[src/rtl/hazard_scoreboard_pkg.sv]
// Shared types and constants for the decode-stage hazard scoreboard.
package hazard_scoreboard_pkg;
  localparam int MAX_PENDING = 4;
  localparam int CNT_W       = 3;
  localparam int AW          = 5;

  typedef enum logic {RUN = 1'b0, DRAIN = 1'b1} sb_state_e;

  typedef struct packed {
    logic          dec_valid;
    logic          dec_rden1;
    logic [AW-1:0] dec_raddr1;
    logic          dec_rden2;
    logic [AW-1:0] dec_raddr2;
    logic          dec_wren;
    logic [AW-1:0] dec_waddr;
    logic          dec_long;
    logic          dec_fence;
    logic          flush;
    logic          wb_valid;
    logic [AW-1:0] wb_waddr;
  } hazard_scoreboard_in_type;

  typedef struct packed {
    logic issue;
    logic stall;
    logic bypass1;
    logic bypass2;
  } hazard_scoreboard_out_type;

  // Writeback completion for register r this cycle; x0 never completes.
  function automatic logic wb_clr(input logic wb_valid, input logic [AW-1:0] wb_waddr,
                                  input logic [AW-1:0] r);
    return wb_valid && (wb_waddr == r) && (r != '0);
  endfunction
endpackage

[src/rtl/hazard_scoreboard_regfile.sv]
// Pending-destination bits and outstanding-op counter for long-latency ops.
module scoreboard_regfile #(
  parameter int MAX_PENDING = 4,
  parameter int CNT_W       = 3
) (
  input  logic             clock,
  input  logic             reset,
  input  logic             set_en,
  input  logic [4:0]       set_addr,
  input  logic             clr_en,
  input  logic [4:0]       clr_addr,
  output logic [31:0]      pending,
  output logic [CNT_W-1:0] count,
  output logic             busy
);
  logic [31:1]      pend_q, pend_next;
  logic             set_hit, clr_hit;
  logic [CNT_W-1:0] count_next;

  assign pending = {pend_q, 1'b0};

  // Completions for registers not pending are dropped so the count cannot underflow.
  assign set_hit = set_en && (set_addr != 5'd0);
  assign clr_hit = clr_en && (clr_addr != 5'd0) && pending[clr_addr];

  always_comb begin
    pend_next = pend_q;
    for (int i = 1; i < 32; i++) begin
      // Set is applied after clear so a same-register set/clear keeps the bit.
      if (clr_hit && clr_addr == 5'(i)) pend_next[i] = 1'b0;
      if (set_hit && set_addr == 5'(i)) pend_next[i] = 1'b1;
    end
  end

  assign count_next = count + CNT_W'(set_hit) - CNT_W'(clr_hit);

  always_ff @(posedge clock or negedge reset) begin
    if (!reset) begin
      pend_q <= '0;
      count  <= '0;
      busy   <= 1'b0;
    end else begin
      pend_q <= pend_next;
      count  <= count_next;
      busy   <= (count_next != '0);
    end
  end
endmodule

[src/rtl/hazard_scoreboard.sv]
// Decode-stage issue controller: RAW/WAW/full stalls, wb bypass steering, fence drain.
module hazard_scoreboard #(
  parameter int MAX_PENDING = hazard_scoreboard_pkg::MAX_PENDING,
  parameter int CNT_W       = hazard_scoreboard_pkg::CNT_W
) (
  input  logic             clock,
  input  logic             reset,
  input  logic             dec_valid,
  input  logic             dec_rden1,
  input  logic [4:0]       dec_raddr1,
  input  logic             dec_rden2,
  input  logic [4:0]       dec_raddr2,
  input  logic             dec_wren,
  input  logic [4:0]       dec_waddr,
  input  logic             dec_long,
  input  logic             dec_fence,
  input  logic             flush,
  input  logic             wb_valid,
  input  logic [4:0]       wb_waddr,
  output logic             issue,
  output logic             stall,
  output logic             bypass1,
  output logic             bypass2,
  output logic [CNT_W-1:0] pending_cnt,
  output logic             busy
);
  import hazard_scoreboard_pkg::*;

  hazard_scoreboard_in_type  in_s;
  hazard_scoreboard_out_type out_s;
  sb_state_e                 state, state_next;
  logic [31:0]               pending;
  logic [CNT_W-1:0]          count;
  logic clr1, clr2, clrw, raw1, raw2, waw, full, hazard, go, fence_ok, last_done;

  always_comb begin
    in_s            = '0;
    in_s.dec_valid  = dec_valid;
    in_s.dec_rden1  = dec_rden1;
    in_s.dec_raddr1 = dec_raddr1;
    in_s.dec_rden2  = dec_rden2;
    in_s.dec_raddr2 = dec_raddr2;
    in_s.dec_wren   = dec_wren;
    in_s.dec_waddr  = dec_waddr;
    in_s.dec_long   = dec_long;
    in_s.dec_fence  = dec_fence;
    in_s.flush      = flush;
    in_s.wb_valid   = wb_valid;
    in_s.wb_waddr   = wb_waddr;
  end

  // A register completing this cycle is not a hazard; its value comes off the wb bus.
  assign clr1 = wb_clr(in_s.wb_valid, in_s.wb_waddr, in_s.dec_raddr1);
  assign clr2 = wb_clr(in_s.wb_valid, in_s.wb_waddr, in_s.dec_raddr2);
  assign clrw = wb_clr(in_s.wb_valid, in_s.wb_waddr, in_s.dec_waddr);

  assign raw1   = in_s.dec_rden1 && pending[in_s.dec_raddr1] && !clr1;
  assign raw2   = in_s.dec_rden2 && pending[in_s.dec_raddr2] && !clr2;
  assign waw    = in_s.dec_wren  && pending[in_s.dec_waddr]  && !clrw;
  assign full   = in_s.dec_long && in_s.dec_wren &&
                  (count == CNT_W'(MAX_PENDING)) && !in_s.wb_valid;
  assign hazard = raw1 || raw2 || waw || full;
  assign go     = in_s.dec_valid && !in_s.flush;

  assign last_done = (count == CNT_W'(1)) && in_s.wb_valid;
  assign fence_ok  = (count == '0) || last_done;

  always_comb begin
    out_s         = '0;
    state_next    = state;
    out_s.bypass1 = in_s.dec_rden1 && clr1;
    out_s.bypass2 = in_s.dec_rden2 && clr2;
    case (state)
      RUN: begin
        if (in_s.dec_fence) begin
          if (fence_ok) begin
            out_s.issue = go;
          end else begin
            out_s.stall = go;
            if (go) state_next = DRAIN;
          end
        end else begin
          out_s.stall = go && hazard;
          out_s.issue = go && !hazard;
        end
      end
      DRAIN: begin
        // The fence re-issues from RUN the cycle after the last completion.
        out_s.stall = in_s.dec_valid;
        if (in_s.flush || last_done) state_next = RUN;
      end
      default: state_next = RUN;
    endcase
  end

  always_ff @(posedge clock or negedge reset) begin
    if (!reset) state <= RUN;
    else        state <= state_next;
  end

  scoreboard_regfile #(.MAX_PENDING(MAX_PENDING), .CNT_W(CNT_W)) u_regfile (
    .clock    (clock),
    .reset    (reset),
    .set_en   (out_s.issue && in_s.dec_long && in_s.dec_wren),
    .set_addr (in_s.dec_waddr),
    .clr_en   (in_s.wb_valid),
    .clr_addr (in_s.wb_waddr),
    .pending  (pending),
    .count    (count),
    .busy     (busy)
  );

  assign issue       = out_s.issue;
  assign stall       = out_s.stall;
  assign bypass1     = out_s.bypass1;
  assign bypass2     = out_s.bypass2;
  assign pending_cnt = count;
endmodule
[config.mk]
export PLATFORM = sky130hd
export DESIGN_NAME = hazard_scoreboard
export DESIGN_NICKNAME = d
export VERILOG_FILES = /design/src/rtl/hazard_scoreboard_pkg.sv /design/src/rtl/hazard_scoreboard_regfile.sv /design/src/rtl/hazard_scoreboard.sv
export SDC_FILE = /design/constraint.sdc
export NUM_CORES = 1
export LEC_CHECK = 0
export ABC_CLOCK_PERIOD_IN_PS = 3400
export BUFFER_PORTS_ARGS = -buffer_cell sky130_fd_sc_hd__buf_2
export CORE_MARGIN = 2
export CORE_UTILIZATION = 53
export CTS_BUF_LIST = sky130_fd_sc_hd__clkbuf_16
export CTS_CLUSTER_SIZE = 40
export DETAILED_ROUTE_END_ITERATION = 8
export GPL_TIMING_DRIVEN = 0
export PLACE_DENSITY_LB_ADDON = 0.3
export SKIP_CTS_REPAIR_TIMING = 1
export SLEW_MARGIN = 0
export SYNTH_ARGS = -nofsm -noshare
export SYNTH_HDL_FRONTEND = slang
export SYNTH_SLANG_ARGS = --single-unit
[constraint.sdc]
create_clock -name clock -period 3.4 [get_ports clock]
set_clock_uncertainty 0.1 [all_clocks]
set_input_delay 0.34 -clock clock [delete_from_list [all_inputs] [get_ports clock]]
set_output_delay 0.34 -clock clock [all_outputs]
set_load 0.02 [all_outputs]
==> flow_metrics.py <==
metrics = {
    "cells_and_area": {
        "drive_above_1_share_pct": 26.3,
        "area_growth_pct": 13.0,
        "design_area_sq_um": 3490,
        "fin_nets": 371,
        "diodes": 0,
    },
    "worst_setup_path": {
        "cp-end-kind": "flop",
        "path_max_fanout": 5,
        "timing.rr.end": "u_regfile.busy",
        "critical_path_required_ns": 3.45,
        "worst_ep_arrival_time_ns": 3.41,
        "reg2regPathDepth": 10,
        "rrSetupSlack_ns": 0.04,
        "r2r-start": "u_regfile.pend_q[15]",
        "startpoint": "u_regfile.pend_q[15]",
        "path_class": "reg2reg",
        "endpoint": "u_regfile.busy",
        "crit_path_start_kind": "flop",
    },
    "sta": {
        "relSlewSlack_pct": 47.0,
        "max_freq_mhz": 298,
        "hold_ws_ns": 0.0507,
        "worst_pin_slew_ns": 0.795,
        "finalMaxSlewViolations": 0,
        "setup_viol": 0,
        "final_hold_viol_count": 0,
        "finalCriticalPeriod_ns": 3.36,
        "rsz0062_at_grt": "yes",
        "fin_crit_sh_pct": 98.8,
    },
    "grt": {
        "grt_overflow_total": 0,
        "grt_max_degree": 37,
        "grt_pass1_wl_mm": 14.9,
        "antenna_found_initial": 0,
        "grt_pass1_vias": 2863,
        "grtUsageTotal_pct": 31.4,
    },
    "drt": {
        "viasPerCell": 7.10,
        "dr.pass1.iters": 5,
        "num_vias": 2910,
        "totalWireLength_mm": 9.45,
        "post_drt_wl_per_cell_um": 23.0,
        "ant_nets": 0,
        "drc": 0,
        "drtIter0Drc": 386,
    },
    "synthesis": {
        "synth-warning-count": 0,
        "yosys.area_share.adder_pct": 1.46,
        "synthArstFlopShare_pct": 100,
        "ys_seq_elements": 36,
        "synthFlopType": "dfrtp_1",
        "yosysMostFrequentCell": "dfrtp_1",
        "seq_area_frac_synth_pct": 29.2,
        "synthSimpleGateAreaFrac_pct": 16.8,
        "synth_area_leaders": "dfrtp_1 (29%), mux4_2 (22%), o31ai_1 (7.3%), o21ai_0 (4.9%), nand2_1 (3.4%)",
        "synth_top_family_by_area": "multiplexers",
        "synth_area_sq_um": 3090,
        "syn_avg_cell_area_sq_um": 10.1,
        "synth_xor_area_share_pct": 4.82,
        "yosysTopAreaCell": "dfrtp_1",
        "syn_inst": 306,
        "synth-edff-count": 0,
        "synthDistinctLibCells": 49,
        "synth_compound_area_share_pct": 17.5,
        "yosys.area.top_type_share_pct": 29.2,
        "synth_nets": 339,
        "muxShareOfSynthArea_pct": 25.2,
        "synth.top_cells.by_count": "dfrtp_1 (36), mux4_2 (30), o21ai_0 (30), o31ai_1 (30), nand2_1 (28)",
    },
    "floorplanning": {
        "die_h_um": 80.3,
        "rows": 27,
        "start_util_pct": 55.4,
        "die_x_um": 80.3,
        "io_pins": 38,
        "dieArea_sq_um": 6460,
        "core_sq_um": 5570,
    },
    "clocking": {
        "cts_tree": "done",
        "clock_latency_ns": 0.28,
        "htree_levels": 2,
        "cts.reportedPaths.clkPinSlew_ns": 0.05,
        "numCtsBuffers": 5,
        "clock_sinks": 36,
        "clockBufferDepth": 2,
        "cts_root_buf": "clkbuf_16",
    },
    "job": {
        "drv_cap": 0,
    },
    "placed_design": {
        "place.gp.congestion": 0.933,
        "io_buffers": 24,
        "hpwlAfterDp_mm": 7.08,
        "place_area_sq_um": 3330,
    },
    "power_and_ir_drop": {
        "leakage_nw": 1.35,
        "ir_drop_mv": 0.224,
        "power-per-cell-area_nw_per_um2": 401,
    },
    "outcome": {
        "status": "finished clean",
    },
    "hold_path": {
        "min_path_type": "in2async",
    },
}
-- worst min path at each step --
stage,end,slack [ns],cells after the start
after floorplan,state,-0.06,0
after global placement,u_regfile.busy,0.37,1
after detailed placement,u_regfile.pend_q[18],0.38,1
after CTS,u_regfile.pend_q[18],0.1,1
after global routing,u_regfile.count[0],0.14,1
final,u_regfile.pend_q[18],0.05,1
-- power breakdown --
| group | switching, mW | leakage (nW) | internal, mW | total [mW] |
|---|---|---|---|---|
| clock network | 0.166 | 0.0648 | 0.262 | 0.428 |
| logic | 0.262 | 0.800 | 0.184 | 0.446 |
| registers | 0.0550 | 0.484 | 0.472 | 0.527 |
| total | 0.483 | 1.35 | 0.918 | 1.40 |
-- cells by family (layout without fill, tap and decap cells) --
group | count (synthesis) | in the layout
AND/OR/NAND/NOR | 100 | 100
AO/OA/AOI/OAI | 79 | 79
multiplexers | 40 | 40
flip-flops | 36 | 36
buffers and inverters | 31 | 63
XOR/XNOR | 17 | 17
adder cells (fa/ha/maj) | 3 | 3
-- layout make-up --
class / count / area [sq um]
inverter: 8 / 30.0
timing repair buffer: 25 / 128
clock inverter: 2 / 7.51
fill: 482 / 2080
multi-input combinational: 239 / 2060
sequential: 36 / 903
buffer: 23 / 149
clock buffer: 5 / 125
tap: 72 / 90.1
-- metrics by stage --
step                power, mW  worst slack (ns)  util [%]  std cells  TNS (ns)
detailed placement      0.964            -0.356      59.8        402    -0.420
floorplan               0.824           0.00459         -        306         0
CTS                      1.39           -0.0665      62.2        409   -0.0665
global placement        0.950            -0.374      59.8        402    -0.440
finish                   1.40            0.0413      62.6        410         0
global route             1.46           -0.0537      62.6        410   -0.0537
-- cell usage in the layout, fill, tap and decap left out, types with 3 or more instances in the layout --
master / count
nor3b_1: 3
nand3b_1: 3
inv_1: 8
xor2_1: 5
clkbuf_1: 7
buf_4: 3
nand2b_1: 4
nor2b_1: 7
o31ai_1: 30
dfrtp_1: 34
mux2i_1: 8
mux4_2: 30
xnor2_1: 12
or3_1: 3
o21ai_0: 29
nand4_1: 7
buf_6: 3
nand2_1: 28
clkbuf_16: 5
buf_2: 32
nand3_1: 14
nor2_1: 14
-- metal layers --
layer  routed length (um)  global-route usage [%]
met2                 4360                    48.4
met3                  989                    7.64
met4                  410                    14.4
met5                    0                       0
met1                 3690                    42.0
-- critical path, cell delays in order, from the launching register on --
cell and delay, ns:
dfrtp_2 0.45, mux4_2 0.52, mux4_2 0.53, o211a_1 0.23, ha_1 0.27, inv_1 0.04, ha_2 0.17, fa_2 0.33
xor2_1 0.16, xnor2_1 0.15, or3_1 0.31
-- registers in the layout, summed over array words and instances, names as in the netlist --
signal / count
u_regfile.pend_q: 31
u_regfile.count: 3
state: 1
u_regfile.busy: 1
Note: power is estimated with default switching activity, not from simulation.
